**src/rtl/palette_writer_if.sv**
```systemverilog
// Host write bus and palette RAM write port for palette_writer.
// The master modport is the host side; the slave modport is the writer.
interface palette_writer_if;
  logic        idx_wr_i;
  logic [7:0]  idx_data_i;
  logic        col_wr_i;
  logic [15:0] col_data_i;
  logic        blank_i;
  logic        ovf_clr_i;
  logic        full_o;
  logic        busy_o;
  logic        overflow_o;
  logic        pal_wr_en_o;
  logic [7:0]  pal_wr_addr_o;
  logic [15:0] pal_wr_data_o;

  modport master (
    output idx_wr_i, idx_data_i, col_wr_i, col_data_i, blank_i, ovf_clr_i,
    input  full_o, busy_o, overflow_o, pal_wr_en_o, pal_wr_addr_o, pal_wr_data_o
  );

  modport slave (
    input  idx_wr_i, idx_data_i, col_wr_i, col_data_i, blank_i, ovf_clr_i,
    output full_o, busy_o, overflow_o, pal_wr_en_o, pal_wr_addr_o, pal_wr_data_o
  );
endinterface

```
**src/rtl/palette_writer.sv**
```systemverilog
// Palette RAM write front end: auto-incrementing index, {addr,colour} FIFO,
// and a drain that writes the palette one entry per cycle (blanking only by default).
module palette_writer #(
  parameter int FIFO_DEPTH = 4,
  parameter bit BLANK_ONLY = 1'b1
) (
  input  logic             clk,
  input  logic             reset_i,
  palette_writer_if.slave  bus
);

  localparam int AW = (FIFO_DEPTH > 1) ? $clog2(FIFO_DEPTH) : 1;
  localparam int CW = AW + 1;
  localparam logic [CW-1:0] DEPTH_C = CW'(FIFO_DEPTH);

  typedef struct packed {
    logic [7:0]  addr;
    logic [15:0] colour;
  } entry_t;

  entry_t          fifo_q [FIFO_DEPTH];
  logic [AW-1:0]   wr_ptr_q, wr_ptr_d;
  logic [AW-1:0]   rd_ptr_q, rd_ptr_d;
  logic [CW-1:0]   cnt_q, cnt_d;
  logic [7:0]      idx_q, idx_d;
  logic            ovf_q, ovf_d;
  logic            wr_en_q, wr_en_d;
  logic [7:0]      wr_addr_q, wr_addr_d;
  logic [15:0]     wr_data_q, wr_data_d;

  logic            pop;
  logic            push;
  logic            drop;
  logic [7:0]      push_idx;
  entry_t          head;

  function automatic logic [AW-1:0] ptr_inc(input logic [AW-1:0] p);
    return p + AW'(1);
  endfunction

  assign head     = fifo_q[rd_ptr_q];
  assign pop      = (cnt_q != '0) && (bus.blank_i || !BLANK_ONLY);
  // A pop on the same edge frees a slot, so a full FIFO can still accept.
  assign push     = bus.col_wr_i && ((cnt_q != DEPTH_C) || pop);
  assign drop     = bus.col_wr_i && !push;
  assign push_idx = bus.idx_wr_i ? bus.idx_data_i : idx_q;

  always_comb begin
    idx_d     = push_idx;
    wr_ptr_d  = wr_ptr_q;
    rd_ptr_d  = rd_ptr_q;
    cnt_d     = cnt_q;
    ovf_d     = ovf_q;
    wr_en_d   = 1'b0;
    wr_addr_d = wr_addr_q;
    wr_data_d = wr_data_q;

    if (push) begin
      idx_d    = push_idx + 8'd1;
      wr_ptr_d = ptr_inc(wr_ptr_q);
    end

    if (pop) begin
      rd_ptr_d  = ptr_inc(rd_ptr_q);
      wr_en_d   = 1'b1;
      wr_addr_d = head.addr;
      wr_data_d = head.colour;
    end

    case ({push, pop})
      2'b10:   cnt_d = cnt_q + CW'(1);
      2'b01:   cnt_d = cnt_q - CW'(1);
      default: cnt_d = cnt_q;
    endcase

    // Set has priority over clear so a drop is never lost.
    if (bus.ovf_clr_i) ovf_d = 1'b0;
    if (drop)          ovf_d = 1'b1;
  end

  always_ff @(posedge clk) begin
    if (reset_i) begin
      wr_ptr_q  <= '0;
      rd_ptr_q  <= '0;
      cnt_q     <= '0;
      idx_q     <= 8'h00;
      ovf_q     <= 1'b0;
      wr_en_q   <= 1'b0;
      wr_addr_q <= 8'h00;
      wr_data_q <= 16'h0000;
    end else begin
      wr_ptr_q  <= wr_ptr_d;
      rd_ptr_q  <= rd_ptr_d;
      cnt_q     <= cnt_d;
      idx_q     <= idx_d;
      ovf_q     <= ovf_d;
      wr_en_q   <= wr_en_d;
      wr_addr_q <= wr_addr_d;
      wr_data_q <= wr_data_d;
    end
  end

  // Storage needs no reset: pointers and count alone define validity.
  always_ff @(posedge clk) begin
    if (push && !reset_i) begin
      fifo_q[wr_ptr_q] <= '{addr: push_idx, colour: bus.col_data_i};
    end
  end

  assign bus.full_o        = (cnt_q == DEPTH_C);
  assign bus.busy_o        = (cnt_q != '0) || wr_en_q;
  assign bus.overflow_o    = ovf_q;
  assign bus.pal_wr_en_o   = wr_en_q;
  assign bus.pal_wr_addr_o = wr_addr_q;
  assign bus.pal_wr_data_o = wr_data_q;

endmodule

```
**src/flat_wrapper.sv**
```systemverilog
// flat-port wrapper written by rule: the top's interface ports become plain ports
module palette_writer_flat 
#(
  parameter int FIFO_DEPTH = 4,
  parameter bit BLANK_ONLY = 1'b1
)
  (clk, reset_i, bus_idx_wr_i, bus_idx_data_i, bus_col_wr_i, bus_col_data_i, bus_blank_i, bus_ovf_clr_i, bus_full_o, bus_busy_o, bus_overflow_o, bus_pal_wr_en_o, bus_pal_wr_addr_o, bus_pal_wr_data_o);
  palette_writer_if bus_i ();
  input  logic clk;
  input  logic reset_i;
  input wire logic [$bits(bus_i.idx_wr_i)-1:0] bus_idx_wr_i;
  input wire logic [$bits(bus_i.idx_data_i)-1:0] bus_idx_data_i;
  input wire logic [$bits(bus_i.col_wr_i)-1:0] bus_col_wr_i;
  input wire logic [$bits(bus_i.col_data_i)-1:0] bus_col_data_i;
  input wire logic [$bits(bus_i.blank_i)-1:0] bus_blank_i;
  input wire logic [$bits(bus_i.ovf_clr_i)-1:0] bus_ovf_clr_i;
  output wire logic [$bits(bus_i.full_o)-1:0] bus_full_o;
  output wire logic [$bits(bus_i.busy_o)-1:0] bus_busy_o;
  output wire logic [$bits(bus_i.overflow_o)-1:0] bus_overflow_o;
  output wire logic [$bits(bus_i.pal_wr_en_o)-1:0] bus_pal_wr_en_o;
  output wire logic [$bits(bus_i.pal_wr_addr_o)-1:0] bus_pal_wr_addr_o;
  output wire logic [$bits(bus_i.pal_wr_data_o)-1:0] bus_pal_wr_data_o;
  assign bus_i.idx_wr_i = bus_idx_wr_i;
  assign bus_i.idx_data_i = bus_idx_data_i;
  assign bus_i.col_wr_i = bus_col_wr_i;
  assign bus_i.col_data_i = bus_col_data_i;
  assign bus_i.blank_i = bus_blank_i;
  assign bus_i.ovf_clr_i = bus_ovf_clr_i;
  assign bus_full_o = bus_i.full_o;
  assign bus_busy_o = bus_i.busy_o;
  assign bus_overflow_o = bus_i.overflow_o;
  assign bus_pal_wr_en_o = bus_i.pal_wr_en_o;
  assign bus_pal_wr_addr_o = bus_i.pal_wr_addr_o;
  assign bus_pal_wr_data_o = bus_i.pal_wr_data_o;
  palette_writer #(.FIFO_DEPTH(FIFO_DEPTH), .BLANK_ONLY(BLANK_ONLY)) u_core (.clk(clk), .reset_i(reset_i), .bus(bus_i));
endmodule
```
**config.mk**
```make
export PLATFORM = sky130hd
export DESIGN_NAME = palette_writer_flat
export DESIGN_NICKNAME = d
export VERILOG_FILES = /design/src/rtl/palette_writer_if.sv /design/src/rtl/palette_writer.sv /design/src/flat_wrapper.sv
export SDC_FILE = /design/constraint.sdc
export NUM_CORES = 1
export LEC_CHECK = 0
export BUFFER_PORTS_ARGS = -buffer_cell sky130_fd_sc_hd__buf_2
export CORE_ASPECT_RATIO = 1.25
export CORE_MARGIN = 5
export CORE_UTILIZATION = 40
export DETAILED_ROUTE_END_ITERATION = 10
export GPL_TIMING_DRIVEN = 0
export PLACE_DENSITY = 0.67
export SYNTH_ARGS = -nofsm -noshare
export SYNTH_HDL_FRONTEND = slang
export SYNTH_SLANG_ARGS = --single-unit
```
**constraint.sdc**
```tcl
create_clock -name clk -period 5.1 [get_ports clk]
set_input_delay 1.02 -clock clk [delete_from_list [all_inputs] [get_ports clk]]
set_output_delay 1.02 -clock clk [all_outputs]
set_load 0.02 [all_outputs]
```
==> impl_metrics.env, run 1 <==
export IMPL_status="completed"
export IMPL_cts_hold_buf=0
export IMPL_max_slew_margin_rel_pct=11.6
export IMPL_clock_latency_ps=410
export IMPL_vias_per_cell=5.03
export IMPL_tightest_slew_ps=1330
export IMPL_clock_skew_ps=8.02
export IMPL_ff2ff_path_depth=9
export IMPL_coreArea_mm2=0.0132
export IMPL_post_cts_buffers=0
export IMPL_die_h_um=139
export IMPL_async_flop_share_pct=0
export IMPL_antenna_found_initial=1
export IMPL_syn_nets=383
export IMPL_drive_gt1_share_pct=31.6
export IMPL_clk_pin_slew_ps=50
export IMPL_die_area_mm2=0.0157
export IMPL_ctsRootBufferMaster="clkbuf_16"
export IMPL_routedWlPerCell_um=17.3
export IMPL_worst_hold_slack_ps=450
export IMPL_synth_top_area_share_pct=54.2
export IMPL_nets=457
export IMPL_grt_usage_pct=14.2
export IMPL_ys_seq_area_share_pct=69.6
export IMPL_start_kind="primary input"
export IMPL_placedInstanceArea_mm2=0.00581
export IMPL_yosys_top_cells_count="edfxtp_1 (96), nand2_1 (52), dfxtp_1 (41)"
export IMPL_io_pins=58
export IMPL_syn_avg_cell_area_um2=15.4
export IMPL_fillCellCount=1150
export IMPL_clockBufferDepth=2
export IMPL_hp_class="flip-flop to flip-flop"
export IMPL_final_hold_viol_count=0
export IMPL_cts_sinks=137
export IMPL_syn2layout_area_growth_pct=21.7
export IMPL_cp_max_fo=6
export IMPL_gp_congestion=0.844
export IMPL_fmax_mhz=355
export IMPL_critPathArrivalTime_ps=3150
export IMPL_grt_pass1_wl_mm=16.8
export IMPL_grt_setup_unrepaired="no"
export IMPL_fp_dieW_um=113
export IMPL_numCtsBuffers=17
export IMPL_cts_tree="yes"
export IMPL_p_leak_uw=0.00231
export IMPL_syn_inst=346
export IMPL_htreeDepth=4
export IMPL_yosys_area_top_type="edfxtp_1"
export IMPL_fin_tns_setup_ps=0
export IMPL_drc=0
export IMPL_hpwl_mm=6.86
export IMPL_ir_worst_vdd_v=0.000263
export IMPL_fin_crit_ps=2820
export IMPL_maxCapViolations=0
export IMPL_fin_total_pwr_uw=3320
export IMPL_vias=3046
export IMPL_synth_distinct_cells=43
export IMPL_cp_required_ps=5430
export IMPL_crit_path_end_kind="flip-flop"
export IMPL_io_buffers=55
export IMPL_critPathKind="primary input to flip-flop"
export IMPL_grt_max_degree=25
export IMPL_synth_top_cells_by_area="edfxtp_1 (54%), dfxtp_1 (15%), mux4_2 (10%)"
export IMPL_powerDensity_mw_per_mm2=513
export IMPL_synth_edf_count=96
export IMPL_cts_resized=0
export IMPL_drtAntennaViolNets=0
export IMPL_grt_pass1_vias=3216
export IMPL_std_cell_rows=47
export IMPL_finalSetupViolCount=0
export IMPL_dr_pass1_iters=4
export IMPL_initial_core_util_pct=40.4
export IMPL_ys_flop_type="edfxtp_1"
export IMPL_syn_area_mm2=0.00532
export IMPL_routed_wirelength_mm=10.5
export IMPL_whs_path_depth=2
export IMPL_grt_overflow=0
export IMPL_final_period_utilization_pct=55.3
export IMPL_ys_ff_latch=137
export IMPL_yosysWarnings=0
export IMPL_maxSlewViolCount=0
export IMPL_drt_first_iter_violations=164
export IMPL_finalInstanceArea_mm2=0.00648
export IMPL_synth_most_common_cell="edfxtp_1"
report_power, final:
group / internal (uW) / switching (uW)
logic: 257 / 363
registers: 1300 / 53.5
clock network: 906 / 444
through the flow:
step           utilization (%)  std cells  setup slack (ps)
6_report                  49.2        605              2280
5_1_grt                   49.2        605              2150
4_1_cts                   49.2        604              2280
3_5_place_dp              44.1        572              1860
3_3_place_gp              44.1        572              1940
2_1_floorplan                -        346              2160
registers in the layout, summed over array words and instances (netlist names):
name,count
u_core.fifo_q,96
u_core.bus.pal_wr_data_o,16
u_core.bus.pal_wr_addr_o,8
u_core.idx_q,8
u_core.cnt_q,3
u_core.rd_ptr_q,2
u_core.wr_ptr_q,2
u_core.bus.overflow_o,1
u_core.bus.pal_wr_en_o,1
layout by cell type, fill, tap and decap left out, types with 3 or more instances in the layout:
master	netlist	routed
and3_1	3	3
bufinv_16	0	5
mux2_2	7	7
clkbuf_16	0	17
a21oi_1	32	32
nand3_1	3	3
clkbuf_1	4	5
nand2_1	52	52
nor2_1	13	13
edfxtp_1	96	96
and2_1	3	3
xor2_1	3	3
nor3_1	5	5
buf_2	8	63
inv_1	9	9
dfxtp_1	41	41
ha_1	6	6
buf_4	5	5
xnor2_1	4	4
mux4_2	24	24
clkbuf_8	0	3
clkinvlp_4	0	3
final timing paths:
path	startpoint	end	slack [ps]
worst max-delay path	bus_blank_i	u_core.cnt_q[2]	2280
worst min-delay path	u_core.bus.pal_wr_addr_o[3]	u_core.bus.pal_wr_addr_o[3]	450
worst max register to register	u_core.cnt_q[2]	u_core.cnt_q[2]	2350
worst min register to register	u_core.bus.pal_wr_addr_o[3]	u_core.bus.pal_wr_addr_o[3]	450
worst max-delay path, stage by stage:
cell and delay (ps):
buf_2 130, or4b_1 450, buf_2 180, nand2_4 110, ha_1 180, inv_1 60, fa_1 380, xor2_1 160
or3_1 310, a21oi_1 160
kinds of logic (layout without fill, tap and decap cells):
kind of cell             count (synthesis)  in the layout  share of synthesized area [%]
adder cells (fa/ha/maj)                  7              7                           1.79
XOR/XNOR                                 7              7                           1.15
AND/OR/NAND/NOR                         95             95                           8.70
other                                    0              1                              0
flip-flops                             137            137                           69.6
multiplexers                            33             33                           12.0
buffers and inverters                   28            115                           2.52
AO/OA/AOI/OAI                           39             39                           4.23
metal layers:
layer / routed length [um] / global-route usage (%)
met1: 4060 / 15.6
met2: 5700 / 24.7
met3: 515 / 4.58
met4: 173 / 6.52
met5: 0 / 0
area by class of cell:
class | instances | area (um^2) | area share (%)
clock inverters | 11 | 194 | 2.99
flip-flops and latches | 137 | 3700 | 57.2
inverters | 10 | 37.5 | 0.579
multi-input cells | 181 | 1480 | 22.9
plain buffers | 18 | 96.3 | 1.49
well taps | 171 | 214 | 3.30
diodes | 1 | 2.50 | 0.0386
clock buffers | 21 | 470 | 7.26
repair buffers | 55 | 275 | 4.25
Note: power is estimated with default switching activity, not from simulation.
==> inputs of run 2 (changes only) <==
--- a/config.mk
+++ b/config.mk
@@ -11,7 +11,7 @@
 export CORE_UTILIZATION = 40
 export DETAILED_ROUTE_END_ITERATION = 10
 export GPL_TIMING_DRIVEN = 0
-export PLACE_DENSITY = 0.67
+export PLACE_DENSITY = 0.69
 export SYNTH_ARGS = -nofsm -noshare
 export SYNTH_HDL_FRONTEND = slang
 export SYNTH_SLANG_ARGS = --single-unit
==> constraint.sdc (replaced) <==
create_clock -name clk -period 2.3 [get_ports clk]
set_input_delay 0.46 -clock clk [delete_from_list [all_inputs] [get_ports clk]]
set_output_delay 0.46 -clock clk [all_outputs]
set_load 0.02 [all_outputs]
==> impl_metrics.env, run 2 (synthesis gave the netlist of run 1 again) <==
export IMPL_status="completed"
export IMPL_grt_max_degree=25
export IMPL_coreArea_mm2=0.0132
export IMPL_final_common_cell="edfxtp_1"
export IMPL_cp_required_ps=2640
export IMPL_grt_pass1_vias=3262
export IMPL_vias_per_cell=4.93
export IMPL_vias=2987
export IMPL_die_area_mm2=0.0157
export IMPL_drive_gt1_share_pct=34.3
export IMPL_io_buffers=55
export IMPL_cts_tree="yes"
export IMPL_fmax_mhz=450
export IMPL_finalInstanceArea_mm2=0.00654
export IMPL_clock_skew_ps=9.58
export IMPL_syn2layout_area_growth_pct=22.8
export IMPL_layout_common_cells="edfxtp_1 (96), buf_2 (61), nand2_1 (52)"
export IMPL_n_antenna_cell=0
export IMPL_grt_usage_pct=14.3
export IMPL_fp_dieW_um=113
export IMPL_drtAntennaViolNets=0
export IMPL_nets=459
export IMPL_io_pins=58
export IMPL_gp_congestion=0.876
export IMPL_grt_pass1_wl_mm=16.9
export IMPL_ctsRootBufferMaster="clkbuf_16"
export IMPL_placedInstanceArea_mm2=0.00584
export IMPL_hp_class="primary input to flip-flop"
export IMPL_start_kind="flip-flop"
export IMPL_numCtsBuffers=17
export IMPL_htreeDepth=4
export IMPL_maxSlewViolCount=0
export IMPL_grt_setup_unrepaired="no"
export IMPL_fin_crit_ps=2220
export IMPL_drt_first_iter_violations=156
export IMPL_hpwl_mm=6.91
export IMPL_final_hold_viol_count=0
export IMPL_p_leak_uw=0.00233
export IMPL_final_period_utilization_pct=96.6
export IMPL_stdcell_count=606
export IMPL_dr_pass1_iters=4
export IMPL_std_cell_rows=47
export IMPL_clk_pin_slew_ps=60
export IMPL_initial_core_util_pct=40.4
export IMPL_crit_chain="or4b_4 -> nand2_8 -> ha_4 -> inv_1 -> fa_2 -> xor2_1 -> or3_1 -> a21oi_2"
export IMPL_drc=0
export IMPL_dp_cells=572
export IMPL_powerDensity_mw_per_mm2=1130
export IMPL_routed_wirelength_mm=10.4
export IMPL_max_slew_margin_rel_pct=54.9
export IMPL_ir_worst_vdd_v=0.000557
export IMPL_maxCapViolations=0
export IMPL_cp_max_fo=6
export IMPL_critPathSlowestCell="or4b_4"
export IMPL_clock_latency_ps=420
export IMPL_layout_core_utilization_pct=49.6
export IMPL_grt_overflow=0
export IMPL_largest_reg_flops=96
export IMPL_critPathKind="flip-flop to flip-flop"
export IMPL_clockBufferDepth=2
export IMPL_antenna_found_initial=0
export IMPL_routedWlPerCell_um=17.2
export IMPL_tightest_slew_ps=676
export IMPL_crit_path_end_kind="flip-flop"
export IMPL_finalSetupViolCount=0
export IMPL_top_register="u_core.fifo_q"
export IMPL_die_h_um=139
export IMPL_cp_slowest_stage_delay_ps=570
export IMPL_cts_sinks=137
export IMPL_critPathArrivalTime_ps=2560
## run 2: layout make-up
class / instances / area, um^2
plain buffers: 16 / 86.3
clock buffers: 18 / 429
clock inverters: 14 / 221
fillers: 1096 / 6640
inverters: 10 / 37.5
multi-input cells: 181 / 1530
flip-flops and latches: 137 / 3710
well taps: 171 / 214
repair buffers: 59 / 305
## run 2: worst max-delay path, delay by kind of cell (launching register included)
family          cells  cell delay, ps
flops               1             370
buf+inv             1              50
compound gates      1             120
xor+xnor            1             160
simple gates        3             990
fa+ha+maj           2             460
## run 2: repair_timing
action                     4_1_cts  5_1_grt
hold buffers                     0        0
gates cloned                     0        0
resized for setup                7        4
setup endpoints to repair       51        2
setup buffers                    1        3
pin swaps                        2        2
## run 2: per-layer routing
layer	share of wire (%)	GRT usage [%]
met1	40	15.7
met2	53	24.5
met3	4.0	4.50
met4	2.8	7.47
met5	0	0
## run 2: path summary, 6_finish.rpt
path / from / endpoint / slack, ps / depth (start not counted)
max reg2reg: u_core.cnt_q[1] / u_core.cnt_q[2] / 80 / 8
max: u_core.cnt_q[1] / u_core.cnt_q[2] / 80 / 8
min: bus_col_data_i[6] / u_core.fifo_q[2][6] / 250 / 1
min reg2reg: u_core.bus.pal_wr_data_o[6] / u_core.bus.pal_wr_data_o[6] / 450 / 2
## run 2: power by group
part	switching, uW	total [uW]	internal (uW)
clock network	1020	2960	1930
logic	833	1440	611
registers	118	3010	2890
## run 2: stage by stage
| step | TNS (ps) | total power [uW] | hold slack (ps) | worst slack, ps |
|---|---|---|---|---|
| detailed placement | -14270 | 4480 | 443 | -411 |
| CTS | -71.8 | 7460 | 239 | -71.8 |
| finish | 0 | 7410 | 254 | 78.8 |
| floorplan | 0 | 4060 | 469 | 21.2 |
| global placement | -13490 | 4430 | 439 | -353 |
| global route | 0 | 7760 | 243 | 19.2 |
